--- config.mk ---
export PLATFORM = sky130hd
export DESIGN_NAME = lutram_capture_buffer_flat
export DESIGN_NICKNAME = d
export VERILOG_FILES = /design/src/rtl/lutram_capture_buffer_if.sv /design/src/rtl/lutram_capture_buffer.sv /design/src/flat_wrapper.sv
export SDC_FILE = /design/constraint.sdc
export NUM_CORES = 1
export LEC_CHECK = 0
export ABC_AREA = 1
export CAP_MARGIN = 20
export CORE_MARGIN = 4
export CORE_UTILIZATION = 30
export CTS_CLUSTER_SIZE = 24
export DETAILED_ROUTE_END_ITERATION = 12
export PLACE_DENSITY = 0.47
export SLEW_MARGIN = 20
export SYNTH_ARGS = -nofsm -noshare
export SYNTH_HDL_FRONTEND = slang
export SYNTH_SLANG_ARGS = --single-unit
--- constraint.sdc ---
create_clock -name in_clk -period 4.85 [get_ports in_clk]
set_input_delay 1.455 -clock in_clk [delete_from_list [all_inputs] [get_ports in_clk]]
set_output_delay 1.455 -clock in_clk [all_outputs]
set_load 0.005 [all_outputs]
--- src/rtl/lutram_capture_buffer_if.sv ---
// lutram_capture_buffer_if: control, sample and read-port bundle for the capture buffer
interface lutram_capture_buffer_if #(
  parameter int DATA_W = 8,
  parameter int ADDR_W = 7
);
  logic              in_arm;
  logic              in_abort;
  logic [DATA_W-1:0] in_sample;
  logic              in_sample_valid;
  logic              in_trig;
  logic [ADDR_W-1:0] in_pretrig;
  logic              in_rd_en;
  logic [ADDR_W-1:0] in_rd_addr;
  logic [DATA_W-1:0] out_rd_data;
  logic              out_rd_valid;
  logic              out_busy;
  logic              out_triggered;
  logic              out_done;
  modport master (
    output in_arm, in_abort, in_sample, in_sample_valid, in_trig, in_pretrig, in_rd_en, in_rd_addr,
    input  out_rd_data, out_rd_valid, out_busy, out_triggered, out_done
  );
  modport slave (
    input  in_arm, in_abort, in_sample, in_sample_valid, in_trig, in_pretrig, in_rd_en, in_rd_addr,
    output out_rd_data, out_rd_valid, out_busy, out_triggered, out_done
  );
endinterface

--- src/rtl/lutram_capture_buffer.sv ---
// lutram_capture_buffer: circular pre/post-trigger sample capture in distributed RAM
module lutram_capture_buffer #(
  parameter int DATA_W = 8,
  parameter int ADDR_W = 7
) (
  input logic                    in_clk,
  input logic                    in_rst_n,
  lutram_capture_buffer_if.slave bus
);
  localparam int DEPTH = 1 << ADDR_W;
  typedef enum logic [2:0] {IDLE, FILL, ARMED, POST, DONE} state_t;
  state_t            state;
  logic [DATA_W-1:0] mem [DEPTH];
  logic [ADDR_W-1:0] wptr, p_lat, pre_cnt, trig_ptr, rd_idx;
  logic [ADDR_W:0]   post_cnt, post_len;
  logic [DATA_W-1:0] rd_data;
  logic              rd_valid, triggered, done, we;
  assign post_len = (ADDR_W+1)'(DEPTH) - {1'b0, p_lat};
  assign we = bus.in_sample_valid && !bus.in_abort && !bus.in_arm && (state inside {FILL, ARMED, POST});
  // logical index 0 is the oldest sample, P_lat samples before the trigger
  assign rd_idx = trig_ptr - p_lat + bus.in_rd_addr;
  assign bus.out_busy = state inside {FILL, ARMED, POST};
  assign bus.out_rd_data = rd_data;
  assign bus.out_rd_valid = rd_valid;
  assign bus.out_triggered = triggered;
  assign bus.out_done = done;
  always_ff @(posedge in_clk)
    if (we) mem[wptr] <= bus.in_sample;
  always_ff @(posedge in_clk or negedge in_rst_n)
    if (!in_rst_n) begin
      state <= IDLE;
      wptr <= '0;
      p_lat <= '0;
      pre_cnt <= '0;
      post_cnt <= '0;
      trig_ptr <= '0;
      rd_data <= '0;
      rd_valid <= 1'b0;
      triggered <= 1'b0;
      done <= 1'b0;
    end else begin
      rd_valid <= bus.in_rd_en && state == DONE;
      if (bus.in_rd_en && state == DONE) rd_data <= mem[rd_idx];
      if (bus.in_abort) begin
        state <= IDLE;
        triggered <= 1'b0;
        done <= 1'b0;
      end else if (bus.in_arm) begin
        state <= bus.in_pretrig != '0 ? FILL : ARMED;
        p_lat <= bus.in_pretrig;
        wptr <= '0;
        pre_cnt <= '0;
        post_cnt <= '0;
        triggered <= 1'b0;
        done <= 1'b0;
      end else if (bus.in_sample_valid) begin
        case (state)
          FILL: begin
            wptr <= wptr + ADDR_W'(1);
            pre_cnt <= pre_cnt + ADDR_W'(1);
            if (pre_cnt + ADDR_W'(1) == p_lat) state <= ARMED;
          end
          ARMED: begin
            wptr <= wptr + ADDR_W'(1);
            if (bus.in_trig) begin
              trig_ptr <= wptr;
              post_cnt <= (ADDR_W+1)'(1);
              triggered <= 1'b1;
              state <= post_len == (ADDR_W+1)'(1) ? DONE : POST;
              done <= post_len == (ADDR_W+1)'(1);
            end
          end
          POST: begin
            wptr <= wptr + ADDR_W'(1);
            post_cnt <= post_cnt + (ADDR_W+1)'(1);
            if (post_cnt + (ADDR_W+1)'(1) == post_len) begin
              state <= DONE;
              done <= 1'b1;
            end
          end
          default: ;
        endcase
      end
    end
endmodule

--- src/flat_wrapper.sv ---
// flat-port wrapper written by rule: the top's interface ports become plain ports
module lutram_capture_buffer_flat 
#(
  parameter int DATA_W = 8,
  parameter int ADDR_W = 7
)
  (in_clk, in_rst_n, bus_in_arm, bus_in_abort, bus_in_sample, bus_in_sample_valid, bus_in_trig, bus_in_pretrig, bus_in_rd_en, bus_in_rd_addr, bus_out_rd_data, bus_out_rd_valid, bus_out_busy, bus_out_triggered, bus_out_done);
  lutram_capture_buffer_if #(.DATA_W(DATA_W), .ADDR_W(ADDR_W)) bus_i ();
  input logic in_clk;
  input logic in_rst_n;
  input wire logic [$bits(bus_i.in_arm)-1:0] bus_in_arm;
  input wire logic [$bits(bus_i.in_abort)-1:0] bus_in_abort;
  input wire logic [$bits(bus_i.in_sample)-1:0] bus_in_sample;
  input wire logic [$bits(bus_i.in_sample_valid)-1:0] bus_in_sample_valid;
  input wire logic [$bits(bus_i.in_trig)-1:0] bus_in_trig;
  input wire logic [$bits(bus_i.in_pretrig)-1:0] bus_in_pretrig;
  input wire logic [$bits(bus_i.in_rd_en)-1:0] bus_in_rd_en;
  input wire logic [$bits(bus_i.in_rd_addr)-1:0] bus_in_rd_addr;
  output wire logic [$bits(bus_i.out_rd_data)-1:0] bus_out_rd_data;
  output wire logic [$bits(bus_i.out_rd_valid)-1:0] bus_out_rd_valid;
  output wire logic [$bits(bus_i.out_busy)-1:0] bus_out_busy;
  output wire logic [$bits(bus_i.out_triggered)-1:0] bus_out_triggered;
  output wire logic [$bits(bus_i.out_done)-1:0] bus_out_done;
  assign bus_i.in_arm = bus_in_arm;
  assign bus_i.in_abort = bus_in_abort;
  assign bus_i.in_sample = bus_in_sample;
  assign bus_i.in_sample_valid = bus_in_sample_valid;
  assign bus_i.in_trig = bus_in_trig;
  assign bus_i.in_pretrig = bus_in_pretrig;
  assign bus_i.in_rd_en = bus_in_rd_en;
  assign bus_i.in_rd_addr = bus_in_rd_addr;
  assign bus_out_rd_data = bus_i.out_rd_data;
  assign bus_out_rd_valid = bus_i.out_rd_valid;
  assign bus_out_busy = bus_i.out_busy;
  assign bus_out_triggered = bus_i.out_triggered;
  assign bus_out_done = bus_i.out_done;
  lutram_capture_buffer #(.DATA_W(DATA_W), .ADDR_W(ADDR_W)) u_core (.in_clk(in_clk), .in_rst_n(in_rst_n), .bus(bus_i));
endmodule
# After elaboration in Yosys (flattened, before gate mapping)
# Memory sizes are Yosys's and may differ from the RTL's. A register that Yosys moved wholly into a read port is not among the register bits.
# Index checks and enable logic that the tools add are counted.
word_totals:
  n_memories: 1
  ramBits: 1024
  register_bits: 42
  output_inout_bits: 12
  input_bits: 29
  wordCells: 88
mem_list:
  columns: ["memory", "depth", "width", "rd", "rd_ports_with_merged_regs", "write_ports", "line_no", "rtl"]
  rows:
  - ["u_core.mem", 128, 8, 1, 1, 1, "lutram_capture_buffer.sv:13", "logic [DATA_W-1:0] mem [DEPTH];"]
op_classes:
  n_eq_ne: 11
  add_sub_neg: 6
  n_mux: 32
  n_reduce_logical: 27
  n_bitwise: 2
ops:
  columns: ["cell", "n"]
  rows:
  - ["7-bit 2-to-1 mux", 6]
  - ["8-bit 2-to-1 mux", 3]
  - ["3-bit 2-to-1 mux", 7]
  - ["8-bit one-hot mux with 2 select lines", 1]
  - ["3-bit nonzero test", 5]
  - ["7-bit by 1-bit adder with 7-bit output (second input constant)", 2]
  - ["1-bit 2-to-1 mux", 12]
  - ["4-bit inequality test (second input constant)", 3]
  - ["5-bit AND reduction", 2]
  - ["3-bit one-hot mux with 3 select lines", 1]
  - ["3-bit AND reduction", 3]
  - ["8-bit by 1-bit adder with 8-bit output (second input constant)", 1]
  - ["8-bit by 1-bit equality test with 1-bit output (second input constant)", 1]
  - ["8-bit equality test", 1]
  - ["4-bit AND reduction", 2]
  - ["8-bit by 7-bit subtractor with 8-bit output (first input constant)", 1]
  - ["7-bit adder", 1]
  - ["7-bit equality test", 1]
  - ["7-bit nonzero test", 1]
  - ["7-bit subtractor", 1]
  - ["3-bit by 2-bit equality test with 1-bit output (second input constant)", 2]
  - ["2-bit nonzero test", 3]
  - ["5-bit nonzero test", 1]
  - ["1-bit logical AND", 4]
  - ["10 further kinds", 13]

# Depth between registers and ports, before layout
logic_depth:
  depth_word: 8
  mapped_depth: 21
  depth_no_buf: 18

# Worst setup path before layout
# Ideal clock, no wire load.
synth_timing:
  path_kind: "input-to-reg"
  startpoint: "input bus_in_rd_addr[1]"
  endpoint: "register u_core.rd_data[0], in the netlist u_core.bus.out_rd_data[0], read port of u_core.mem"
  setup_ps: 65
  required_time_ps: 4785
  slack_ps: 1126
  t_arrival_ps: 3659
  stages: 16
  path_cell_list: "inv_1 fa_1 fa_1 buf_2 buf_2 clkbuf_1 nand3_1 nand3_1 nand2_1 nand2_1 nand3_1 nand3_1 nand3_1 nand2_1 nand2_1 nand2_1"
synth_between:
  elab_chain_len: 1
synth_lines:
  columns: ["item", "line_no", "rtl"]
  rows:
  - ["from (decl)", "flat_wrapper.sv:18", "input wire logic [$bits(bus_i.in_rd_addr)-1:0] bus_in_rd_addr;"]
  - ["7-bit adder", "lutram_capture_buffer.sv:21", "assign rd_idx = trig_ptr - p_lat + bus.in_rd_addr;"]
  - ["to (decl)", "lutram_capture_buffer.sv:16", "logic [DATA_W-1:0] rd_data;"]
# No other way between the ends.
# A chain may end at the register's enable or synchronous reset.

# Worst setup path in the final report
layout_timing:
  startpoint: "input bus_in_rd_addr[1]"
  endpoint: "register u_core.rd_data[3], in the netlist u_core.bus.out_rd_data[3], read port of u_core.mem"
# Same word-level chain as after synthesis.

==> results.json <==
{
  "io_pins": 41,
  "gp_congestion": 0.8149,
  "post_synth.cell_area_avg_um2": 10.28,
  "num-nets-final": 4811,
  "stdcell_area_um2": 55170,
  "clkLatencyLatePin_ns": 0.75,
  "crit_top_cell": "nand2_1",
  "skew_ns": 0.06132,
  "fin_crit_sh_pct": 94.76,
  "postRouteAntennaNets": 0,
  "firstDrtPassIters": 7,
  "vias": 32140,
  "h-tree-depth": 3,
  "critical_path.top_delay_family": "adder cells",
  "max_slew_margin_pct": 38.52,
  "grt_max_degree": 116,
  "drt-wirelength-per-cell_um": 20.38,
  "hold_path_class": "flip-flop to flip-flop",
  "dp_hpwl_mm": 86.48,
  "ys_warn_count": 0,
  "crit_path_max_fanout": 61,
  "path_cells": "clkdlybuf4s50_1 > inv_1 > fa_1 > fa_4 > inv_8 > buf_12 > nand2_1 > nand3_1 > nand2_1 > nand2_1 > nand3_1 > nand3_1 > nand3_1 > nand2_1 > nand2_1 > nand2_1",
  "whs_endpoint": "u_core.bus.out_done$_DFFE_PN0P_",
  "yosysTopAreaCellShare_pct": 65.49,
  "critical-path-slowest-cell": "fa_4",
  "synth_area_um2": 46950,
  "post_dp_cell_area_um2": 51320,
  "synth_top_cell_by_area": "edfxtp_1",
  "power.density_nw_per_um2": 523.1,
  "holdBufCountCts": 0,
  "cts_root_buf": "clkbuf_16",
  "drtIter0Drc": 2582,
  "worstHoldStart": "u_core.bus.out_done$_DFFE_PN0P_",
  "rows": 144,
  "cts_resized": 0,
  "place_ws_ns": -0.4471,
  "die_area_um2": 162900,
  "period_minus_slack_ns": 4.596,
  "ys_seq_area_share_pct": 68.16,
  "ir_drop_v": 0.0003500,
  "path_buf_inv": 4,
  "path_class": "input pin to flip-flop",
  "drive_gt1_share_pct": 9.875,
  "reg2reg_slack_ns": 1.03,
  "power.total_mw": 28.86,
  "antenna_found_initial": 5,
  "rsz0062_at_grt": "false",
  "coreArea_um2": 154800,
  "ys_top_cells_by_area": "edfxtp_1 (65%), nand2_1 (13%), nand3_1 (5.8%), nor2_1 (3.6%), inv_1 (3.1%)",
  "startpoint_type": "input pin",
  "drc_errors": 0,
  "holdPathStages": 2,
  "start_util_pct": 30.34,
  "critPathCaptureType": "flip-flop",
  "grt-ovfl-total": 0,
  "grt_pass1_vias": 31560,
  "post_cts_buffers": 0,
  "r2r_cells": 17,
  "dp.cells": 6686,
  "timing.max_cap.violations": 0,
  "r2r-start": "u_core.p_lat[0]$_DFFE_PN0P_",
  "postLayoutCoreUtil_pct": 35.64,
  "cts.sinks": 1074,
  "syn_to_final_growth_pct": 17.49,
  "status": "finished, final reports clean",
  "synth.net_count": 4615,
  "cp.arrival_ns": 5.26,
  "max_clock_freq_mhz": 217.6,
  "track_usage_pct": 17.07,
  "synthCells": 4568,
  "power_leakage_nw": 21.94,
  "layout.cells.non_filler": 6906,
  "grt_pass1_wl_mm": 209.2,
  "clockBufferDepth": 3,
  "numCtsBuffers": 120,
  "setup_viol": 0,
  "viasPerCell": 4.654,
  "hold-worst-slack_ns": 0.4789,
  "worstPathRequired_ns": 5.51,
  "cts_tree": "yes",
  "port-buffer-count": 40,
  "ys_ff_latch": 1074,
  "die_w_um": 403.6,
  "drv_slew": 0,
  "tightest_slew_ns": 0.9222,
  "hold_viol": 0,
  "ys_types": 42,
  "wl_mm": 140.7,
  "timing.final.ws_setup_ns": 0.2542,
  "reg2reg_to": "u_core.bus.out_rd_data[3]$_DFFE_PN0P_",
  "fin_tns_setup_ns": 0,
  "path_clk_slew_ns": 0.06,
  "critPathMaxStageDelay_ns": 0.74,
  "die_h_um": 403.6
}
cells in the mapped netlist (all sizes together):
| cell type | n |
|---|---|
| buf | 208 |
| nand2 | 1615 |
| edfxtp | 1024 |
| nor3 | 1 |
| a221oi | 1 |
| ha | 12 |
| inv | 393 |
| nand4 | 10 |
| o211ai | 18 |
| nor2 | 453 |
| fa | 6 |
| a21boi | 1 |
| o21ai | 143 |
| dfrtp | 50 |
| or2 | 18 |
| nor4 | 1 |
| a21oi | 12 |
| nand3b | 2 |
| xnor2 | 9 |
| clkinv | 1 |
| xor2 | 14 |
| nand3 | 543 |
| clkbuf | 22 |
| o22ai | 9 |
| o31ai | 1 |
| o21bai | 1 |
worst max-delay path by stage:
stage               slack, ns                                     to               from  cells after the start
detailed placement      -0.45  u_core.bus.out_rd_data[3]$_DFFE_PN0P_  bus_in_rd_addr[1]                     16
global placement        -0.49  u_core.bus.out_rd_data[3]$_DFFE_PN0P_  bus_in_rd_addr[1]                     16
CTS                      0.34  u_core.bus.out_rd_data[3]$_DFFE_PN0P_  bus_in_rd_addr[1]                     16
global route             0.18  u_core.bus.out_rd_data[3]$_DFFE_PN0P_  bus_in_rd_addr[1]                     16
floorplan                1.13  u_core.bus.out_rd_data[0]$_DFFE_PN0P_  bus_in_rd_addr[1]                     16
finish                   0.25  u_core.bus.out_rd_data[3]$_DFFE_PN0P_  bus_in_rd_addr[1]                     16
worst register-to-register path, delay by kind of cell, from the launching register on:
kind | cells | cell delay (ns)
buf+inv | 4 | 0.60
simple gates | 10 | 1.27
flops | 1 | 0.51
fa+ha+maj | 3 | 1.37
registers in the layout, summed over array words and instances, names as in the netlist:
name,count
u_core.p_lat,7
u_core.post_cnt,8
u_core.bus.out_done,1
u_core.bus.out_rd_data,8
u_core.wptr,7
u_core.bus.out_rd_valid,1
u_core.pre_cnt,7
u_core.trig_ptr,7
u_core.bus.out_triggered,1
u_core.state,3
u_core.mem,1024
kinds of logic (layout without fill, tap and decap cells):
kind of cell	Yosys count	count (layout)	share of synthesized area, %
AO/OA/AOI/OAI	186	186	2.159
flip-flops	1074	1074	68.16
adder cells (fa/ha/maj)	18	18	0.5756
other	0	1	0
buffers and inverters	624	917	5.743
XOR/XNOR	23	23	0.5410
AND/OR/NAND/NOR	2643	2643	22.83
routing by layer:
metal  global-route usage, %  share of wire [%]  vias up
met5                       0                  0        -
met4                   3.986                2.2        0
met3                   2.562                5.0      183
met2                   28.50                 48      785
met1                   23.50                 45    15680
li1                        -                  -    15500
layout by cell type, fill, tap and decap left out, types with 11 or more instances in the layout:
cell type,instances
buf_12,46
nor2_1,450
clkinv_2,20
clkdlybuf4s50_1,31
inv_1,387
o211ai_1,18
clkinv_1,31
xor2_1,12
clkbuf_16,122
ha_1,11
edfxtp_1,1024
o21ai_0,140
clkbuf_1,25
or2_2,16
buf_4,218
nand3_1,541
nand2_1,1610
dfrtp_1,50
area by class of cell:
cell class	instances	area [µm²]
Tap cell	2044	2557
Multi-Input combinational cell	2870	12310
Fill cell	15400	99600
Sequential cell	1074	32000
Inverter	394	1494
Clock inverter	71	681.9
Antenna cell	1	2.502
Timing Repair Buffer	304	2963
Clock buffer	148	3161
report_power, final:
part	internal, mW	switching, mW
Clock	5.15	3.81
Combinational	3.04	6.57
Sequential	10.2	0.0907
Total	18.4	10.5
Power figures use the tool's default switching activity.
